==> config.mk <==
export PLATFORM = sky130hd
export DESIGN_NAME = register_dump
export DESIGN_NICKNAME = d
export VERILOG_FILES = /design/src/rtl/register_dump_pkg.sv /design/src/rtl/register_dump.sv
export SDC_FILE = /design/constraint.sdc
export NUM_CORES = 1
export LEC_CHECK = 0
export CAP_MARGIN = 25
export CORE_MARGIN = 2
export CORE_UTILIZATION = 45
export DETAILED_ROUTE_END_ITERATION = 7
export PLACE_DENSITY = 0.71
export REMOVE_ABC_BUFFERS = 1
export SYNTH_ARGS = -nofsm -noshare
export SYNTH_HDL_FRONTEND = slang
export SYNTH_SLANG_ARGS = --single-unit
==> constraint.sdc <==
create_clock -name i_clk -period 1.8 [get_ports i_clk]
set_input_delay 0.27 -clock i_clk [delete_from_list [all_inputs] [get_ports i_clk]]
set_output_delay 0.27 -clock i_clk [all_outputs]
set_load 0.1 [all_outputs]
==> src/rtl/register_dump_pkg.sv <==
// register_dump_pkg: shared definitions for the register dump engine.
//   - state_e     : FSM state encoding (2-bit)
//   - FRAME_BYTES : bytes per register frame (index byte + 4 data bytes)
//   - IDX_PAD     : upper padding of the index byte (index is zero-extended)
package register_dump_pkg;

  typedef enum logic [1:0] {
    StIdle = 2'd0,
    StLoad = 2'd1,
    StSend = 2'd2,
    StDone = 2'd3
  } state_e;

  localparam int unsigned FRAME_BYTES = 5;
  localparam logic [7:0]  IDX_PAD     = 8'h00;

endpackage

==> src/rtl/register_dump.sv <==
// register_dump: debug readout engine. On i_start it walks registers 0..NUM_REGS-1 through a
// combinational read port and streams each as a 5-byte frame (index, data[31:24] .. data[7:0])
// over a byte-wide valid/ready interface.
// Ports:
//   i_clk, i_rst      : clock, synchronous active-high reset
//   i_start           : dump request, honoured only in idle
//   o_busy            : high from the cycle after start acceptance until back in idle
//   o_done            : one-cycle pulse after the last byte of the last register
//   o_rd_addr         : register index to the register file read port
//   i_rd_data         : read data for o_rd_addr, same cycle
//   o_tx_data         : current byte
//   o_tx_valid        : o_tx_data is valid
//   i_tx_ready        : sink accepts the byte (transfer when valid & ready at a rising edge)
module register_dump
  import register_dump_pkg::*;
#(
  parameter int unsigned NUM_REGS = 32,
  parameter int unsigned ADDR_W   = 5,
  parameter int unsigned DATA_W   = 32
) (
  input  logic              i_clk,
  input  logic              i_rst,
  input  logic              i_start,
  output logic              o_busy,
  output logic              o_done,
  output logic [ADDR_W-1:0] o_rd_addr,
  input  logic [DATA_W-1:0] i_rd_data,
  output logic [7:0]        o_tx_data,
  output logic              o_tx_valid,
  input  logic              i_tx_ready
);

  localparam int unsigned ShiftW = 8 + DATA_W;

  state_e              r_state;
  logic [ShiftW-1:0]   r_shift;
  logic [2:0]          r_byte_cnt;
  logic [ADDR_W-1:0]   r_rd_addr;
  logic                r_busy;
  logic                r_done;
  logic                r_tx_valid;

  logic                w_xfer;
  logic                w_last_byte;
  logic                w_last_reg;
  logic [7:0]          w_idx_byte;

  assign w_xfer      = r_tx_valid & i_tx_ready;
  assign w_last_byte = (r_byte_cnt == 3'(FRAME_BYTES - 1));
  assign w_last_reg  = (r_rd_addr == ADDR_W'(NUM_REGS - 1));
  assign w_idx_byte  = IDX_PAD | 8'(r_rd_addr);

  always_ff @(posedge i_clk) begin
    if (i_rst) begin
      r_state    <= StIdle;
      r_shift    <= '0;
      r_byte_cnt <= '0;
      r_rd_addr  <= '0;
      r_busy     <= 1'b0;
      r_done     <= 1'b0;
      r_tx_valid <= 1'b0;
    end else begin
      r_done <= 1'b0;
      unique case (r_state)
        StIdle: begin
          if (i_start) begin
            r_rd_addr <= '0;
            r_busy    <= 1'b1;
            r_state   <= StLoad;
          end
        end
        StLoad: begin
          // Register contents are captured here only; later writes do not reach this frame.
          r_shift    <= {w_idx_byte, i_rd_data};
          r_byte_cnt <= '0;
          r_tx_valid <= 1'b1;
          r_state    <= StSend;
        end
        StSend: begin
          if (w_xfer) begin
            if (!w_last_byte) begin
              r_shift    <= {r_shift[ShiftW-9:0], 8'h00};
              r_byte_cnt <= r_byte_cnt + 3'd1;
            end else if (w_last_reg) begin
              r_tx_valid <= 1'b0;
              r_done     <= 1'b1;
              r_state    <= StDone;
            end else begin
              r_tx_valid <= 1'b0;
              r_rd_addr  <= r_rd_addr + ADDR_W'(1);
              r_state    <= StLoad;
            end
          end
        end
        StDone: begin
          r_busy  <= 1'b0;
          r_state <= StIdle;
        end
        default: r_state <= StIdle;
      endcase
    end
  end

  assign o_busy     = r_busy;
  assign o_done     = r_done;
  assign o_rd_addr  = r_rd_addr;
  assign o_tx_data  = r_shift[ShiftW-1 -: 8];
  assign o_tx_valid = r_tx_valid;

endmodule

After elaboration in Yosys (flattened, before gate mapping)
Index checks and enable logic that the tools add are counted.

Output and inout port bits: 16. Logic and storage cells: 55. Input bits: 36. Bits in registers: 53.

Add/subtract/negate cells: 2. Muxes and demuxes: 22. Bitwise logic cells: 4. Reduce and logical (&&, ||, !) cells: 10. Equality and inequality tests: 10.

Operator list (number): two-way mux 40 bit (2); case mux 40 bit (2 select lines) (1); two-way mux 5 bit (4); != test 2 bit (second input constant) (5); case mux 5 bit (2 select lines) (1); AND reduction 3 bit (3); two-way mux 2 bit (4); case mux 2 bit (4 select lines) (1); two-way mux 3 bit (2); case mux 3 bit (2 select lines) (1); nonzero test 2 bit (3); adder 5 x 1 -> 5 bit (second input constant) (1); equality test 5 bit (second input constant) (1); AND reduction 5 bit (1); equality test 2 bit (second input constant) (2); two-way mux 1 bit (4); case mux 1 bit (2 select lines) (2); OR reduction 4 bit (1); adder 3 x 1 -> 3 bit (second input constant) (1); equality test 3 bit (second input constant) (1); inverter 1 bit (3); equality test 2 x 1 -> 1 bit (second input constant) (1); logical NOT 2 bit (1); AND reduction 2 bit (1); bitwise AND 1 bit (1).

Longest topological paths before layout
Depth in word-level cells: 5. Mapped depth: 7. Mapped depth without buffers: 6.

Worst setup path before layout
Ideal clock, no wire load.

Path kind: register to register. From: register r_rd_addr[0], in the netlist o_rd_addr[0]. To: register r_rd_addr[3], in the netlist o_rd_addr[3]. Library setup time: 65 ps. Path slack: -489 ps. Stages on the path, launching flop included: 7. Required time: 1735 ps. Path buffers: 0. Arrival time: 2224 ps. Cell sequence: dfxtp_1 -> ha_1 -> and3_1 -> ha_1 -> nand4b_1 -> or4b_1 -> nand3_1.

Elaborated cells on any way between the ends: 8. Those cells by class: 1 x add/sub; 2 x eq/ne; 4 x mux; 1 x reduce/logical.

RTL lines: start: declaration (RTL line register_dump.sv:38) `logic [ADDR_W-1:0] r_rd_addr;`; start signal: assignment (RTL line register_dump.sv:90) `r_rd_addr <= r_rd_addr + ADDR_W'(1);`; equality test 5 bit (RTL line register_dump.sv:50) `assign w_last_reg = (r_rd_addr == ADDR_W'(NUM_REGS - 1));`; named net w_last_reg (RTL line register_dump.sv:45) `logic w_last_reg;`; != test 2 bit (no line); AND reduction 5 bit (no line).

The timed path passes the listed nets, and every way through them passes these cells. The select of a mux whose other input is x is not followed. A chain may end at the register's enable or synchronous reset.

Worst setup path after layout
Ends and elaborated chain as after synthesis.

==> impl_metrics.sql <==
INSERT INTO impl_metrics (metric_group, metric, value, unit) VALUES
('power', 'p_int', '1.79', 'mW'),
('route', 'totalWireLength', '6150', 'microns'),
('worst_setup_path', 'startpoint_type', 'register', ''),
('global_route', 'grt_first_pass_wirelength', '10000', 'microns'),
('global_route', 'overall_global_routing_usage', '19.3', '%'),
('sta', 'timing.slew.headroom', '72.4', '%'),
('clocking', 'path_clk_slew', '0.10', 'ns'),
('layout', 'antenna_cells_inserted', '0', ''),
('placement', 'place_inst', '378', ''),
('worst_setup_path', 'worstPathMaxFanout', '8', ''),
('route', 'drtIter0Drc', '89', ''),
('sta', 'number_of_slew_limit_violations_in_the_final_report', '0', ''),
('power', 'leakage_power', '1.36', 'nW'),
('floorplanning', 'core_area', '5960', 'sq um'),
('power', 'combinationalPowerShare', '21.9', '%'),
('route', 'length_of_the_first_detailed_routing_pass_in_iterations', '4', ''),
('sta', 'clock.fmax', '0.591', 'GHz'),
('worst_setup_path', 'cp_slowest_cell', 'or4b_1', ''),
('power', 'netSwitchingFraction', '29.0', '%'),
('yosys', 'ys_dominant_reg_cell', 'dfxtp_1', ''),
('clocking', 'clk-insertion-delay-late', '0.31', 'ns'),
('min_path', 'min-delay-path-class', 'primary input to register', ''),
('worst_setup_path', 'endpoint_kind', 'register', ''),
('clocking', 'postCtsHoldBufs', '0', ''),
('yosys', 'synth.cell_area', '2780', 'sq um'),
('floorplanning', 'floorplan.initialDensity', '46.6', '%'),
('global_route', 'overflow', '0', ''),
('global_route', 'grt_pass1_vias', '2000', ''),
('layout', 'multiInputGateArea', '1470', 'sq um'),
('outcome', 'run_status', 'finished, final reports clean', ''),
('sta', 'timing_hold_violations_final', '0', ''),
('route', 'drc', '0', ''),
('yosys', 'yosysUniqueCellTypes', '39', ''),
('sta', 'setup_viol', '0', ''),
('clocking', 'cts_inserted_buffers', '5', ''),
('clocking', 'cts_sinks', '53', ''),
('clocking', 'postCtsSetupRepairBufs', '0', ''),
('route', 'ant_nets', '0', ''),
('floorplanning', 'row_count', '28', ''),
('yosys', 'postSynthRegisterBits', '53', ''),
('floorplanning', 'die-area', '6810', 'sq um'),
('worst_setup_path', 'required', '2.06', 'ns'),
('sta', 'period_share', '94.0', '%'),
('floorplanning', 'pin_count', '52', ''),
('layout', 'syn2layout_area_growth', '24.6', '%'),
('global_route', 'grt_antenna_before_repair', '0', ''),
('clocking', 'cts_tree', 'done', ''),
('worst_setup_path', 'crit_type', 'register to register', ''),
('clocking', 'cts_max_path_buffers', '2', ''),
('global_route', 'pin_count_of_the_biggest_net_entering_global_routing', '39', ''),
('yosys', 'synth_edf_count', '0', ''),
('sta', 'clock_skew', '0.0106', 'ns'),
('placement', 'hpwl', '4000', 'microns'),
('placement', 'gp_congestion', '0.799', ''),
('layout', 'n_fill_cell', '546', ''),
('layout', 'share_of_final_layout_standard_cells_stronger_than_drive_strength_1', '24.8', '%'),
('floorplanning', 'fp.dieH', '82.5', 'microns'),
('route', 'avgRoutedWirePerCell', '16.0', 'microns'),
('power', 'seq_power_share', '51.1', '%'),
('power', 'power.net_switching', '0.733', 'mW'),
('clocking', 'cts-root-buf', 'clkbuf_8', ''),
('worst_setup_path', 'critPathArrivalTime', '1.95', 'ns'),
('power', 'max-vdd-ir-drop', '0.000322', 'V'),
('placement', 'io_buffer_count', '51', ''),
('yosys', 'postSynthAreaPerCell', '10.2', 'sq um'),
('route', 'vias', '2179', ''),
('layout', 'layoutNonFillerInstCount', '385', ''),
('yosys', 'fraction_of_registers_with_async_set_reset', '0', '%'),
('job', 'reported_max_cap_violation_count', '0', ''),
('power', 'p_clk_share', '27.0', '%'),
('route', 'vias_per_cell', '5.66', ''),
('worst_setup_path', 'critical_path.max_stage_delay', '0.47', 'ns'),
('floorplanning', 'die_w', '82.5', 'microns'),
('sta', 'final.min_clock_period', '1.69', 'ns'),
('yosys', 'synth_cells', '271', ''),
('yosys', 'ys_warn_count', '0', ''),
('yosys', 'synth_sequential_area_ratio', '38.2', '%'),
('sta', 'worst_pin_slew', '0.413', 'ns'),
('layout', 'num-nets-final', '350', ''),
('worst_setup_path', 'path_cells', 'ha_1 > and3_4 > ha_4 > nand4b_1 > or4b_1 > nand3_1', ''),
('sta', 'rsz0062_at_grt', 'false', ''),
('layout', 'postLayoutCoreUtil', '58.1', '%'),
('power', 'power.total', '2.53', 'mW'),
('layout', 'regArea', '1060', 'sq um'),
('power', 'pwr_density_cell', '730', 'nW/um^2'),
('clocking', 'cts_max_level', '2', '');
## sequential cells by signal (all words and copies together), names as in the netlist
name        cells
r_byte_cnt      3
o_tx_valid      1
o_done          1
r_shift        40
o_busy          1
o_rd_addr       5
r_state         2
## timing repair
action | in CTS | in global routing
gates resized for setup | 1 | 2
pin swaps | 0 | 1
setup endpoints to repair | 2 | 2
## synthesized netlist by cell type (all sizes together), types with 2 or more instances
master  instances  area, sq um
a31o            3         26.3
nand4b          2         17.5
o21ai           3         22.5
a21oi          14         70.1
nand2b          5         38.8
dfxtp          53         1060
inv             4         15.0
nand3           8         40.0
nor4b           2         17.5
or3             2         12.5
o211ai          5         37.5
mux2i          30          300
nor2            4         15.0
a211oi         58          581
buf            27          221
nor4            2         12.5
ha              4         50.1
nand2          19         71.3
o21bai          2         15.0
clkbuf          9         33.8
nand4           2         12.5
## placed cells by master, fill, tap and decap left out, types with 4 or more instances in the layout
| cell type | count |
|---|---|
| clkdlybuf4s50_1 | 34 |
| dfxtp_1 | 53 |
| clkbuf_8 | 6 |
| buf_12 | 11 |
| nor2_1 | 4 |
| a211oi_1 | 29 |
| inv_1 | 4 |
| a211oi_2 | 29 |
| buf_4 | 22 |
| nand2_1 | 19 |
| mux2i_1 | 30 |
| o211ai_1 | 5 |
| nand2b_1 | 4 |
| a21oi_1 | 14 |
| nand3_1 | 8 |
## cells by family (layout without fill, tap and decap cells)
kind of cell | Yosys count | in the layout | synth area share (%)
AO/OA/AOI/OAI | 88 | 88 | 28.0
multiplexers | 31 | 31 | 11.2
AND/OR/NAND/NOR | 55 | 55 | 11.0
buffers and inverters | 40 | 79 | 9.74
adder cells (fa/ha/maj) | 4 | 4 | 1.80
flip-flops | 53 | 53 | 38.2
## power groups by stage
stage / clock (mW) / sequential, mW / combinational, mW
5_1_grt: 0.747 / 1.30 / 0.593
3_3_place_gp: 0 / 1.31 / 0.548
2_1_floorplan: 0 / 1.40 / 0.259
6_report: 0.683 / 1.29 / 0.552
3_5_place_dp: 0 / 1.32 / 0.554
4_1_cts: 0.700 / 1.29 / 0.558
## worst max-delay path: cells and delay by family, from the launching register on
kind,cells,cell delay (ns)
fa+ha+maj,2,0.40
flops,1,0.32
simple gates,4,0.93
## per-stage QoR
step / area [sq um] / TNS [ns] / hold WS [ns] / worst slack (ns)
after floorplan: 2520 / -39.03 / 0.335 / -1.05
after global placement: 3350 / 0 / 0.439 / 0.0312
after detailed placement: 3350 / -0.0790 / 0.444 / -0.0417
after CTS: 3440 / 0 / 0.320 / 0.0395
after global routing: 3460 / 0 / 0.341 / 0.0178
final: 3460 / 0 / 0.340 / 0.109
## worst paths after layout
kind | cells after the start | slack [ns] | end | start
worst max-delay path | 6 | 0.11 | o_rd_addr[3]$_SDFFE_PP0P_ | o_rd_addr[0]$_SDFFE_PP0P_
worst min-delay path | 2 | 0.34 | o_busy$_SDFFE_PP0P_ | i_rst
worst max register to register | 6 | 0.11 | o_rd_addr[3]$_SDFFE_PP0P_ | o_rd_addr[0]$_SDFFE_PP0P_
worst min register to register | 2 | 0.45 | r_shift[2]$_SDFFE_PP0P_ | r_shift[2]$_SDFFE_PP0P_
## final cells by class
cell class	count	area share, %
Tap cell	75	2.71
Timing Repair Buffer	68	21.1
Inverter	4	0.434
Multi-Input combinational cell	178	42.5
Sequential cell	53	30.7
Clock buffer	7	2.50
## metal layers
layer | vias to the layer above | track usage, % | part of all wire [%]
li1 | 1089 | - | -
met1 | 1048 | 25.6 | 49
met2 | 37 | 31.6 | 45
met3 | 5 | 4.35 | 4.0
met4 | 0 | 5.41 | 1.1
met5 | - | 0 | 0
(Power assumes the default switching activity.)
